## src/rtl/cz80_alu16_seq.sv

```systemverilog
// cz80_alu16_seq: runs ADD/ADC/SBC HL,rr as a low-byte then high-byte pass over the 8-bit cz80_alu.
// Define CZ80_ALU16_SUB_EN to enable op=3 (SUB16); otherwise op=3 passes opa/f_in through unchanged.
module cz80_alu16_seq #(
  parameter int ALU_LAT = 0
) (
  input  logic        clk,
  input  logic        reset,
  input  logic        start,
  input  logic [1:0]  op,
  input  logic [15:0] opa,
  input  logic [15:0] opb,
  input  logic [7:0]  f_in,
  output logic        busy,
  output logic        done,
  output logic [15:0] result,
  output logic [7:0]  f_out,
  output logic [3:0]  alu_op,
  output logic        arith16,
  output logic        z16,
  output logic [7:0]  busa,
  output logic [7:0]  busb,
  output logic [7:0]  alu_f_in,
  input  logic [7:0]  alu_q,
  input  logic [7:0]  alu_f_out,
  output logic        alu_cpi,
  output logic [7:0]  ir,
  output logic [1:0]  iset
);
`ifdef CZ80_ALU16_SUB_EN
  localparam logic SUB_EN = 1'b1;
`else
  localparam logic SUB_EN = 1'b0;
`endif
  localparam logic [1:0] LAT = 2'(ALU_LAT);
  typedef enum logic [1:0] {IDLE, LO, HI, FIN} state_t;
  state_t state, nxt;
  logic [1:0] cnt, op_r, op_s;
  logic [15:0] a_r, b_r, a_s, b_s;
  logic [7:0] fi_r, f_s, a_d, b_d, f_d;
  logic [3:0] op_d;
  logic last, ill, ar_d, z_d;
  assign last = cnt == LAT;
  // Operands come straight from the ports on the accepting edge, from the latches afterwards
  assign op_s = state == IDLE ? op : op_r;
  assign a_s = state == IDLE ? opa : a_r;
  assign b_s = state == IDLE ? opb : b_r;
  assign f_s = state == IDLE ? f_in : fi_r;
  assign ill = op_s == 2'd3 && !SUB_EN;
  assign busy = state == LO || state == HI;
  assign done = state == FIN;
  assign alu_cpi = 1'b0;
  assign ir = '0;
  assign iset = '0;
  always_comb begin
    nxt = state;
    case (state)
      IDLE: nxt = start ? LO : IDLE;
      LO: nxt = last ? HI : LO;
      HI: nxt = last ? FIN : HI;
      default: nxt = IDLE;
    endcase
  end
  // High pass takes the low pass flags live, since they are captured on the same edge
  always_comb begin
    op_d = '0;
    ar_d = 1'b0;
    z_d = 1'b0;
    a_d = '0;
    b_d = '0;
    f_d = '0;
    if (nxt == LO && !ill) begin
      op_d = op_s == 2'd2 ? 4'd3 : op_s == 2'd3 ? 4'd2 : {2'b00, op_s};
      a_d = a_s[7:0];
      b_d = b_s[7:0];
      f_d = f_s;
    end else if (nxt == HI && !ill) begin
      op_d = op_s[1] ? 4'd3 : 4'd1;
      ar_d = op_s == 2'd0;
      z_d = op_s != 2'd0;
      a_d = a_s[15:8];
      b_d = b_s[15:8];
      f_d = alu_f_out;
    end
  end
  always_ff @(posedge clk or posedge reset) begin
    if (reset) begin
      state <= IDLE;
      cnt <= '0;
      op_r <= '0;
      a_r <= '0;
      b_r <= '0;
      fi_r <= '0;
      result <= '0;
      f_out <= '0;
      alu_op <= '0;
      arith16 <= 1'b0;
      z16 <= 1'b0;
      busa <= '0;
      busb <= '0;
      alu_f_in <= '0;
    end else begin
      state <= nxt;
      cnt <= (state == nxt && busy) ? cnt + 2'd1 : 2'd0;
      if (state == IDLE && start) begin
        op_r <= op;
        a_r <= opa;
        b_r <= opb;
        fi_r <= f_in;
      end
      if (nxt != state) begin
        alu_op <= op_d;
        arith16 <= ar_d;
        z16 <= z_d;
        busa <= a_d;
        busb <= b_d;
        alu_f_in <= f_d;
      end
      if (state == LO && last) result[7:0] <= ill ? a_r[7:0] : alu_q;
      // ADD16 keeps S, Z, PV of the original F; Y/X follow the high result byte
      if (state == HI && last) begin
        result[15:8] <= ill ? a_r[15:8] : alu_q;
        f_out <= ill ? fi_r : op_r == 2'd0 ?
          {fi_r[7:6], alu_q[5], alu_f_out[4], alu_q[3], fi_r[2], 1'b0, alu_f_out[0]} : alu_f_out;
      end
    end
  end
endmodule

```

## config.mk

```make
export PLATFORM = sky130hd
export DESIGN_NAME = cz80_alu16_seq
export DESIGN_NICKNAME = d
export VERILOG_FILES = /design/src/rtl/cz80_alu16_seq.sv
export SDC_FILE = /design/constraint.sdc
export NUM_CORES = 1
export LEC_CHECK = 0
export ABC_AREA = 1
export CORE_ASPECT_RATIO = 0.8
export CORE_MARGIN = 2
export CORE_UTILIZATION = 65
export CTS_BUF_LIST = sky130_fd_sc_hd__clkbuf_4
export CTS_CLUSTER_DIAMETER = 100
export DETAILED_ROUTE_END_ITERATION = 8
export DONT_BUFFER_PORTS = 1
export PLACE_DENSITY = 0.81
export SYNTH_ARGS = -nofsm -noshare
export SYNTH_HDL_FRONTEND = slang
export SYNTH_SLANG_ARGS = --single-unit
```

## constraint.sdc

```tcl
create_clock -name clk -period 3.7 [get_ports clk]
set_input_delay 0.74 -clock clk [delete_from_list [all_inputs] [get_ports clk]]
set_output_delay 0.74 -clock clk [all_outputs]
set_load 0.02 [all_outputs]
```

After elaboration in Yosys (flattened, before gate mapping)
Cells that the tools add are included.
{ "word_totals": {"reg_bits": 100, "in_bits": 61, "output_inout_bits": 67} }
{ "op_classes": {"add_sub_neg": 1, "eq_ne": 9, "mux": 28, "reduce_logical": 13} }
{ "ops": {"columns": ["op", "count"], "rows": [
  ["8-bit 2-to-1 mux", 11],
  ["16-bit 2-to-1 mux", 2],
  ["2-bit 2-to-1 mux", 8],
  ["2-bit == test (second input constant)", 5],
  ["2-bit zero test", 4],
  ["1-bit logical AND", 6],
  ["1-bit 2-to-1 mux", 6],
  ["2-bit one-hot mux with 3 select lines", 1],
  ["2-bit by 1-bit == test with 1-bit output (second input constant)", 2],
  ["2-bit by 1-bit adder with 2-bit output (second input constant)", 1],
  ["2-bit == test", 1],
  ["2-bit inequality test", 1],
  ["2-bit nonzero test", 1],
  ["1-bit zero test", 1],
  ["1-bit logical OR", 1]
]} }

Depth between registers and ports, before layout
Gate-level depths: netlist of the first run.
{ "logic_depth": {"word_depth": 7, "mapped_depth": 15, "mapped_depth_nobuf": 12} }

Worst setup path before layout of the first run
Ideal clock, no wire load.
{ "synth_path": {"path_type": "register to register", "from": "reg state[1]", "to": "reg alu_f_in[7]", "setup_time_ns": 0.066, "arrival_time_ns": 2.318, "required_time_ns": 3.634, "setup_slack_ns": 1.317, "stages_incl_launch_ff": 16, "path_buffers": 4, "synth_period_minus_slack_ns": 2.383, "path_cell_list": "dfrtp_1 > inv_1 > ha_1 > buf_2 > clkbuf_1 > nand2_1 > o21ai_0 > inv_1 > ha_1 > buf_2 > inv_1 > clkbuf_1 > nand4_1 > nand2_1 > nand2_1 > nand2_1"} }
{ "synth_between": {"elab_chain_cells": 7, "elab_cells_between_ends": 15, "cone_classes": "6 x eq/ne; 5 x mux; 4 x reduce/logical"} }
{ "synth_rtl": {"columns": ["item", "line", "source"], "rows": [
  ["start, declared", "36", "state_t state, nxt;"],
  ["start signal, assigned", "102", "state <= nxt;"],
  ["branches (longest 7 deep; another with 8-bit 2-to-1 mux)", null, null],
  ["end signal, assigned", "100", "alu_f_in <= '0;"],
  ["end signal, assigned", "116", "alu_f_in <= f_d;"],
  ["end, declared", "22", "output logic [7:0] alu_f_in,"]
]} }
Several ways; the timed one is not identified.
A chain may end at the register's enable or synchronous reset.

Worst setup path after layout of the first run
{ "layout_path": {"from": "reg state[1]", "to": "reg busa[7]"} }
{ "layout_between": {"elab_chain_cells": 7, "elab_cells_between_ends": 15, "cone_classes": "6 x eq/ne; 5 x mux; 4 x reduce/logical"} }
{ "layout_rtl": {"columns": ["item", "line", "source"], "rows": [
  ["branches (longest 7 deep; another with 8-bit 2-to-1 mux)", null, null],
  ["end signal, assigned", "98", "busa <= '0;"],
  ["end signal, assigned", "114", "busa <= a_d;"],
  ["end, declared", "20", "output logic [7:0] busa,"]
]} }
Several ways; the timed one is not identified.

==> results.md, run 1 <==
* Port bufs at 0
* Max-slew violation total from the final report at 0
* Number of placed instances, taps included at 694
* Run status: complete, no violations
* Core area at a little under 0.008 sq mm
* Data required time of the critical path at roughly 4.0 ns
* Internal power at between 2 and 3 mW
* Area delta synth->final at 2.040%
* Final critical delay including setup and external delays at 2.936 ns
* DRT antenna net count at 0
* Type of element capturing the critical path: register
* Clock sink total at 98
* Estimated wirelength of the detail-placed design at about 8500 um
* Clock network fraction of design power at 11.4%
* GRT Overall Usage at roughly 30%
* Mapped Avg Cell Area at ~8.4 sq um
* Post-synth top cells: sky130_fd_sc_hd__nand2_1 (153), sky130_fd_sc_hd__dfrtp_1 (98), sky130_fd_sc_hd__inv_1 (59)
* Class of the most critical hold timing path: primary input to async pin
* Core occupancy in the finished layout at 67.55%
* Yosys top cell by area: sky130_fd_sc_hd__dfrtp_1
* Fraction of layout cells with a size suffix above 1 at between 10% and 20%
* Sum of overflow across all layers after global routing at 0
* Main combinational cell family by area after synthesis: simple AND/OR/NAND/NOR gates
* Total routed wirelength at 12570 um
* Least-Margin Pin Slew at 1.098 ns
* Worst Setup Slack post-DPL at a little under 0.8 ns
* Logic depth of the worst register-to-register path at 11
* Synth Instances at between 600 and 700
* Placement Cell Area at 0.005157 sq mm
* Setup repair after global routing missed its margin: no
* Number of synthesized register bits at 98
* TritonCTS clock tree: yes
* Level count of the clock H-tree at 3
* Part of the power in combinational logic at approximately 50%
* Setup violation total in the final timing report at 0
* Final period utilization at 79.35%
* Overall power at about 5.5 mW
* Row Count at 29
* Number of filler instances in the final layout at approximately 700
* Boundary Pins at approximately 130
* Number of buffers added to fix hold violations after cts at 0
* Pin count of the biggest net entering global routing at 86
* Achievable clock frequency at 0.3406 GHz
* Max rail drop VDD at 446.9 uV
* Class of the most critical setup path: register to register
* Post-layout nets at ~670
* Worst slew margin at a little over a quarter
* Clock Latency Late Sink at roughly 0.44 ns
* Number of enable-type register cells in the synthesized netlist at 0
* Mux cell area share after synthesis at under 10%
* First-pass iteration count of the detailed router at 5
* Final setup TNS at 0 ns
* Die footprint at 0.008756 sq mm
* Dominant cell by count in the synthesized netlist: sky130_fd_sc_hd__nand2_1
* Ranking of synthesized cells by area: sky130_fd_sc_hd__dfrtp_1 (47%), sky130_fd_sc_hd__nand2_1 (11%), sky130_fd_sc_hd__mux2_2 (8.6%)
* Simple-gate share of the synthesized area at 23.50%
* Final Hold Vio Count at 0
* Area fraction of the dominant cell type after synthesis at a little under half
* Hold slack at roughly 0.37 ns
* Clock-pin slew on the worst setup and hold paths at about 0.15 ns
* Max-Cap Viols at 0
* Violation count after the first detailed-route iteration at between 300 and 400
* Number of antenna violations at the first check in global routing at 0
* Setup slack of the critical path after layout at ~0.76 ns
* Clock buffer depth at 2
* Post-route design area at approximately 0.0053 sq mm
* Wire length of the first global-routing pass at between 20000 and 25000 um
* Kind of start point of the critical path: register
* Weighted congestion at the end of routability-driven global placement at roughly 0.9
* Post-CTS setup buffer count at 0
* Cts repair resizes at 0
* Power density relative to cell area at between 1000 and 1500 mW/mm^2
* Die extent in x at roughly 100 um
* Fraction of power spent switching nets at around 50%
* Antenna Cells at 0
* Final std cells w/o fill at 710
* Number of buffers created by CTS at 9
* Detailed-route wire length per cell at approximately 18 um
* Area share of xor/xnor cells in the synthesized design at 0%
* Netlist area before placement at about 0.0052 sq mm
* Starting Density at roughly two thirds
* Dominant register cell in the synthesized netlist: sky130_fd_sc_hd__dfrtp_1
* RR Startpoint: state[1]
* Register area share after synthesis at 47.05%
* Crit path DAT at 3.26 ns
* Synthesized-area fraction occupied by adder cells at under 10%
* Post-route clock skew at about 0.023 ns
* Warning count from the yosys run at 0
* Cell variety after synth at 26
* Per-cell via count in the routed design at roughly 6
* Vias in the first global route at about 4.2k
* Total number of vias at ~4.3k
* Setup slack of the worst register-to-register path at ~0.76 ns
* Post-detailed-route DRC marker count at 0
* Fraction of registers with async set or reset after synthesis at 100.0%
* Peak fanout along the critical path at ~80
* CTS root buffer: sky130_fd_sc_hd__clkbuf_4
* Sequential cell fraction of total power at 38.3%
* Switching power total at ~2.8 mW
* Critical register-to-register path endpoint: busa[7]
* Die outline height at ~84 um
* Fraction of the mapped netlist area in compound gates at 8.713%
* Leak at between 2 and 3 nW
## layout make-up
| class | instances | area (sq um) | share of cell area [%] |
|---|---|---|---|
| Clock buffer | 11 | 82.58 | 1.553 |
| Clock inverter | 5 | 78.83 | 1.482 |
| Inverter | 61 | 234.0 | 4.399 |
| Multi-Input combinational cell | 418 | 2268 | 42.65 |
| Sequential cell | 98 | 2452 | 46.11 |
| Tap cell | 108 | 135.1 | 2.541 |
| Timing Repair Buffer | 9 | 67.56 | 1.270 |
## metal layers
layer | vias to the layer above | GRT usage, % | part of all wire (%)
li1 | 1993 | - | -
met1 | 2075 | 37.93 | 42
met2 | 179 | 51.73 | 48
met3 | 15 | 9.914 | 9.1
met4 | 0 | 7.494 | 1.6
met5 | - | 0 | 0
## sequential cells by signal, indices dropped and copies added, names as in the netlist, 8 cells and up
signal	flops
b_r	16
busb	8
result	16
fi_r	8
a_r	16
f_out	8
alu_f_in	8
busa	8
## worst max-delay path, stage by stage, from the launching register on
cell and delay, ns:
sky130_fd_sc_hd__dfrtp_1 0.43, sky130_fd_sc_hd__inv_1 0.14, sky130_fd_sc_hd__ha_2 0.23, sky130_fd_sc_hd__buf_4 0.55, sky130_fd_sc_hd__nand2_2 0.11, sky130_fd_sc_hd__nand3_2 0.14, sky130_fd_sc_hd__nand2_4 0.21, sky130_fd_sc_hd__nand2_1 0.15
sky130_fd_sc_hd__nand3_1 0.37, sky130_fd_sc_hd__buf_4 0.36, sky130_fd_sc_hd__nand2_1 0.09, sky130_fd_sc_hd__nand2_1 0.05
## power by group through the flow
stage / combinational (mW) / clock (mW) / sequential [mW]
floorplan: 2.29 / 0 / 2.04
global placement: 2.66 / 0 / 2.12
detailed placement: 2.76 / 0 / 2.15
CTS: 2.77 / 0.644 / 2.12
global route: 3.16 / 0.688 / 2.18
finish: 2.79 / 0.633 / 2.12
## how the worst max path moves through the flow
stage                     slack, ns          end  startpoint
after CTS                      0.75      busa[7]    state[1]
after global routing           0.38      busa[7]    state[1]
after floorplan                0.40       a_r[0]       reset
final                          0.76      busa[7]    state[1]
after global placement         0.90  alu_f_in[4]    state[1]
after detailed placement       0.78  alu_f_in[7]    state[1]
## cells by family (layout without fill, tap and decap cells)
family,Yosys count,after routing
flops,98,98
compound gates,88,88
simple gates,270,270
buf+inv,117,86
mux,40,40
fa+ha+maj,7,7
other cells,1,13
## cells in the final DEF, fill, tap and decap left out
cell and count:
sky130_fd_sc_hd__ha_1 6, sky130_fd_sc_hd__nand3b_1 2, sky130_fd_sc_hd__nand2_2 2, sky130_fd_sc_hd__o22ai_1 2
sky130_fd_sc_hd__bufinv_16 2, sky130_fd_sc_hd__nand2_4 1, sky130_fd_sc_hd__inv_2 1, sky130_fd_sc_hd__a31oi_1 7
sky130_fd_sc_hd__a21oi_1 25, sky130_fd_sc_hd__clkbuf_4 11, sky130_fd_sc_hd__nor2_4 1, sky130_fd_sc_hd__dfrtp_1 98
sky130_fd_sc_hd__nor3_2 2, sky130_fd_sc_hd__nor2_1 27, sky130_fd_sc_hd__clkinv_4 1, sky130_fd_sc_hd__nand2_1 153
sky130_fd_sc_hd__o21a_1 1, sky130_fd_sc_hd__nand4_1 51, sky130_fd_sc_hd__ha_2 1, sky130_fd_sc_hd__conb_1 13
sky130_fd_sc_hd__mux2_2 40, sky130_fd_sc_hd__buf_4 9, sky130_fd_sc_hd__clkinv_2 2, sky130_fd_sc_hd__inv_1 58
sky130_fd_sc_hd__inv_4 2, sky130_fd_sc_hd__o21ai_0 53, sky130_fd_sc_hd__nand3_2 1, sky130_fd_sc_hd__nand3_1 30
No activity file was read; power rests on OpenSTA's default activity.
==> run 2: changes to the inputs <==
==> constraint.sdc (replaced) <==
create_clock -name clk -period 3.1 [get_ports clk]
set_input_delay 0.62 -clock clk [delete_from_list [all_inputs] [get_ports clk]]
set_output_delay 0.62 -clock clk [all_outputs]
set_load 0.02 [all_outputs]
==> run 2 against run 1 <==
Effect of this change: non-clock buffer count is 4 higher; utilization is 0.35 points higher; clock skew is 0.011 ns lower; global-route usage is 0.26 points lower; count of clock-buffer cells in the layout is 1 lower; maximum frequency is 9.6% higher; largest power group unchanged.
==> results.md, run 2 (synthesized netlist as in run 1, its figures left out) <==
* Run status: complete, no violations
* Level count of the clock H-tree at 3 (unchanged)
* Clock buffer depth at 2 (unchanged)
* Die extent in x at 104.1 um (unchanged)
* Number of buffers created by CTS at 9 (unchanged)
* Row Count at 29 (unchanged)
* Logic depth of the worst register-to-register path at 12 (+1)
* Weighted congestion at the end of routability-driven global placement at 0.9503 (+3.2%)
* Peak fanout along the critical path at 17 (-79%)
* Final critical delay including setup and external delays at 2.679 ns (-0.2569 ns)
* Wire length of the first global-routing pass at 20820 um (-1.1%)
* Total routed wirelength at 12650 um (+0.59%)
* Post-layout nets at 669 (+0.60%)
* RR Startpoint: state[1]
* Final period utilization at 86.42% (+7.1 points)
* Class of the most critical hold timing path: primary input to async pin
* Clock-pin slew on the worst setup and hold paths at 0.15 ns (about the same)
* Number of buffers added to fix hold violations after cts at 0 (unchanged)
* Vias in the first global route at 4146 (-1.1%)
* Number of antenna violations at the first check in global routing at 0 (unchanged)
* Sum of overflow across all layers after global routing at 0 (unchanged)
* Antenna Cells at 0 (unchanged)
* Violation count after the first detailed-route iteration at 322 (+0.63%)
* Class of the most critical setup path: register to register
* DRT antenna net count at 0 (unchanged)
* Detailed-route wire length per cell at 17.71 um (about the same)
* CTS root buffer: sky130_fd_sc_hd__clkbuf_4
* Kind of start point of the critical path: register
* Commonest non-fill, non-tap cells in the layout: sky130_fd_sc_hd__nand2_1 (153), sky130_fd_sc_hd__dfrtp_1 (98), sky130_fd_sc_hd__inv_1 (58), sky130_fd_sc_hd__o21ai_0 (53), sky130_fd_sc_hd__nand4_1 (51)
* Most frequent standard cell in the layout excluding fill and tap cells: sky130_fd_sc_hd__nand2_1
* Final setup TNS at 0 ns (unchanged)
* Post-route design area at 0.005346 sq mm (+0.52%)
* Area delta synth->final at 2.568%
* Per-cell via count in the routed design at 5.999 (about the same)
* Die outline height at 84.10 um (unchanged)
* Worst slew margin at 32.51% (+5.8 points)
* Final Hold Vio Count at 0 (unchanged)
* Number of filler instances in the final layout at 658 (-5.3%)
* Setup violation total in the final timing report at 0 (unchanged)
* Placement Cell Area at 0.005214 sq mm (+1.1%)
* TritonCTS clock tree: yes
* Starting Density at 66.20% (unchanged)
* Worst Setup Slack post-DPL at 0.5784 ns (-0.2044 ns)
* Pin count of the biggest net entering global routing at 77 (-10%)
* Setup repair after global routing missed its margin: no
* Post-route clock skew at 0.01180 ns (-0.01135 ns)
* Fraction of layout cells with a size suffix above 1 at 12.87% (+0.25 points)
* Critical register-to-register path endpoint: busa[4]
* Clock Latency Late Sink at 0.45 ns (about the same)
* Achievable clock frequency at 0.3733 GHz (+9.6%)
* Die footprint at 0.008756 sq mm (unchanged)
* Number of placed instances, taps included at 698 (+0.58%)
* Data required time of the critical path at 3.49 ns (-0.53 ns)
* Setup slack of the worst register-to-register path at 0.42 ns (-0.34 ns)
* Final std cells w/o fill at 714 (+0.56%)
* Post-CTS setup buffer count at 0 (unchanged)
* Crit path DAT at 3.06 ns (-0.20 ns)
* Max-slew violation total from the final report at 0 (unchanged)
* Power density relative to cell area at 1243 mW/mm^2 (+19%)
* Total number of vias at 4283 (+0.49%)
* Largest registers ranked by flip-flop count: a_r (16), b_r (16), result (16)
* First-pass iteration count of the detailed router at 5 (unchanged)
* Type of element capturing the critical path: register
* Boundary Pins at 128 (unchanged)
* Max rail drop VDD at 680.6 uV (+52%)
* Setup slack of the critical path after layout at 0.4211 ns (-0.3431 ns)
* Max-Cap Viols at 0 (unchanged)
* Port bufs at 0 (unchanged)
* GRT Overall Usage at 30.17% (-0.26 points)
* Core area at 0.007874 sq mm (unchanged)
* Least-Margin Pin Slew at 1.010 ns (-0.08815 ns)
* Estimated wirelength of the detail-placed design at 8634 um (+1.2%)
* Leak at 2.696 nW (about the same)
* Post-detailed-route DRC marker count at 0 (unchanged)
* Clock sink total at 98 (unchanged)
* Cts repair resizes at 0 (unchanged)
run 2: changes by cell type in the layout (fill, tap and decap cells not counted), sizes merged:
| cell | before | now |
|---|---|---|
| inv | 61 | 60 |
| clkinvlp | 0 | 3 |
| buf | 9 | 13 |
| bufinv | 2 | 1 |
| clkbuf | 11 | 10 |
run 2: through the flow:
| stage | power, mW | utilization (%) | hold WS [ns] |
|---|---|---|---|
| 2_1_floorplan | 5.170 | - | 0.4219 |
| 6_report | 6.648 | 67.90 | 0.2290 |
| 3_5_place_dp | 5.952 | 66.22 | 0.4364 |
| 5_1_grt | 7.191 | 67.90 | 0.2771 |
| 3_3_place_gp | 5.803 | 66.22 | 0.4300 |
| 4_1_cts | 6.614 | 67.90 | 0.2560 |
run 2: layout make-up:
type	count	area, sq um	area share, %
flip-flops and latches	98	2452	45.87
inverters	61	235.2	4.400
multi-input cells	418	2268	42.43
clock inverters	6	57.56	1.077
clock buffers	10	75.07	1.404
repair buffers	13	122.6	2.293
well taps	108	135.1	2.528
run 2: critical path, stage by stage (launching register included):
cell                      delay (ns)
sky130_fd_sc_hd__dfrtp_1        0.45
sky130_fd_sc_hd__inv_1          0.15
sky130_fd_sc_hd__ha_2           0.29
sky130_fd_sc_hd__nand2_1        0.07
sky130_fd_sc_hd__o21ai_0        0.12
sky130_fd_sc_hd__inv_1          0.07
sky130_fd_sc_hd__ha_1           0.28
sky130_fd_sc_hd__inv_1          0.50
sky130_fd_sc_hd__buf_4          0.35
sky130_fd_sc_hd__nand4_1        0.11
sky130_fd_sc_hd__nand2_1        0.09
sky130_fd_sc_hd__nand2_1        0.06
sky130_fd_sc_hd__nand2_1        0.06
run 2: how the worst max path moves through the flow:
stage	start	slack [ns]	endpoint
2_1_floorplan	state[1]	0.72	alu_f_in[7]
3_3_place_gp	state[1]	0.76	alu_f_in[5]
3_5_place_dp	state[1]	0.58	busa[4]
4_1_cts	state[1]	0.50	busa[4]
5_1_grt	state[1]	0.22	busa[4]
6_report	state[1]	0.42	busa[4]
run 2: per-layer routing:
| metal | GRT usage [%] | vias to the layer above | share of wire (%) |
|---|---|---|---|
| met5 | 0 | - | 0 |
| met4 | 9.582 | 0 | 2.4 |
| met3 | 9.680 | 25 | 9.5 |
| met2 | 49.52 | 212 | 48 |
| met1 | 38.29 | 2046 | 40 |
| li1 | - | 2000 | - |
run 2: report_power, final:
part | leakage [nW] | switching [mW] | total, mW | internal [mW]
combinational | 1.43 | 2.30 | 3.45 | 1.15
sequential | 1.20 | 0.682 | 2.53 | 1.84
clock | 0.0675 | 0.425 | 0.674 | 0.249
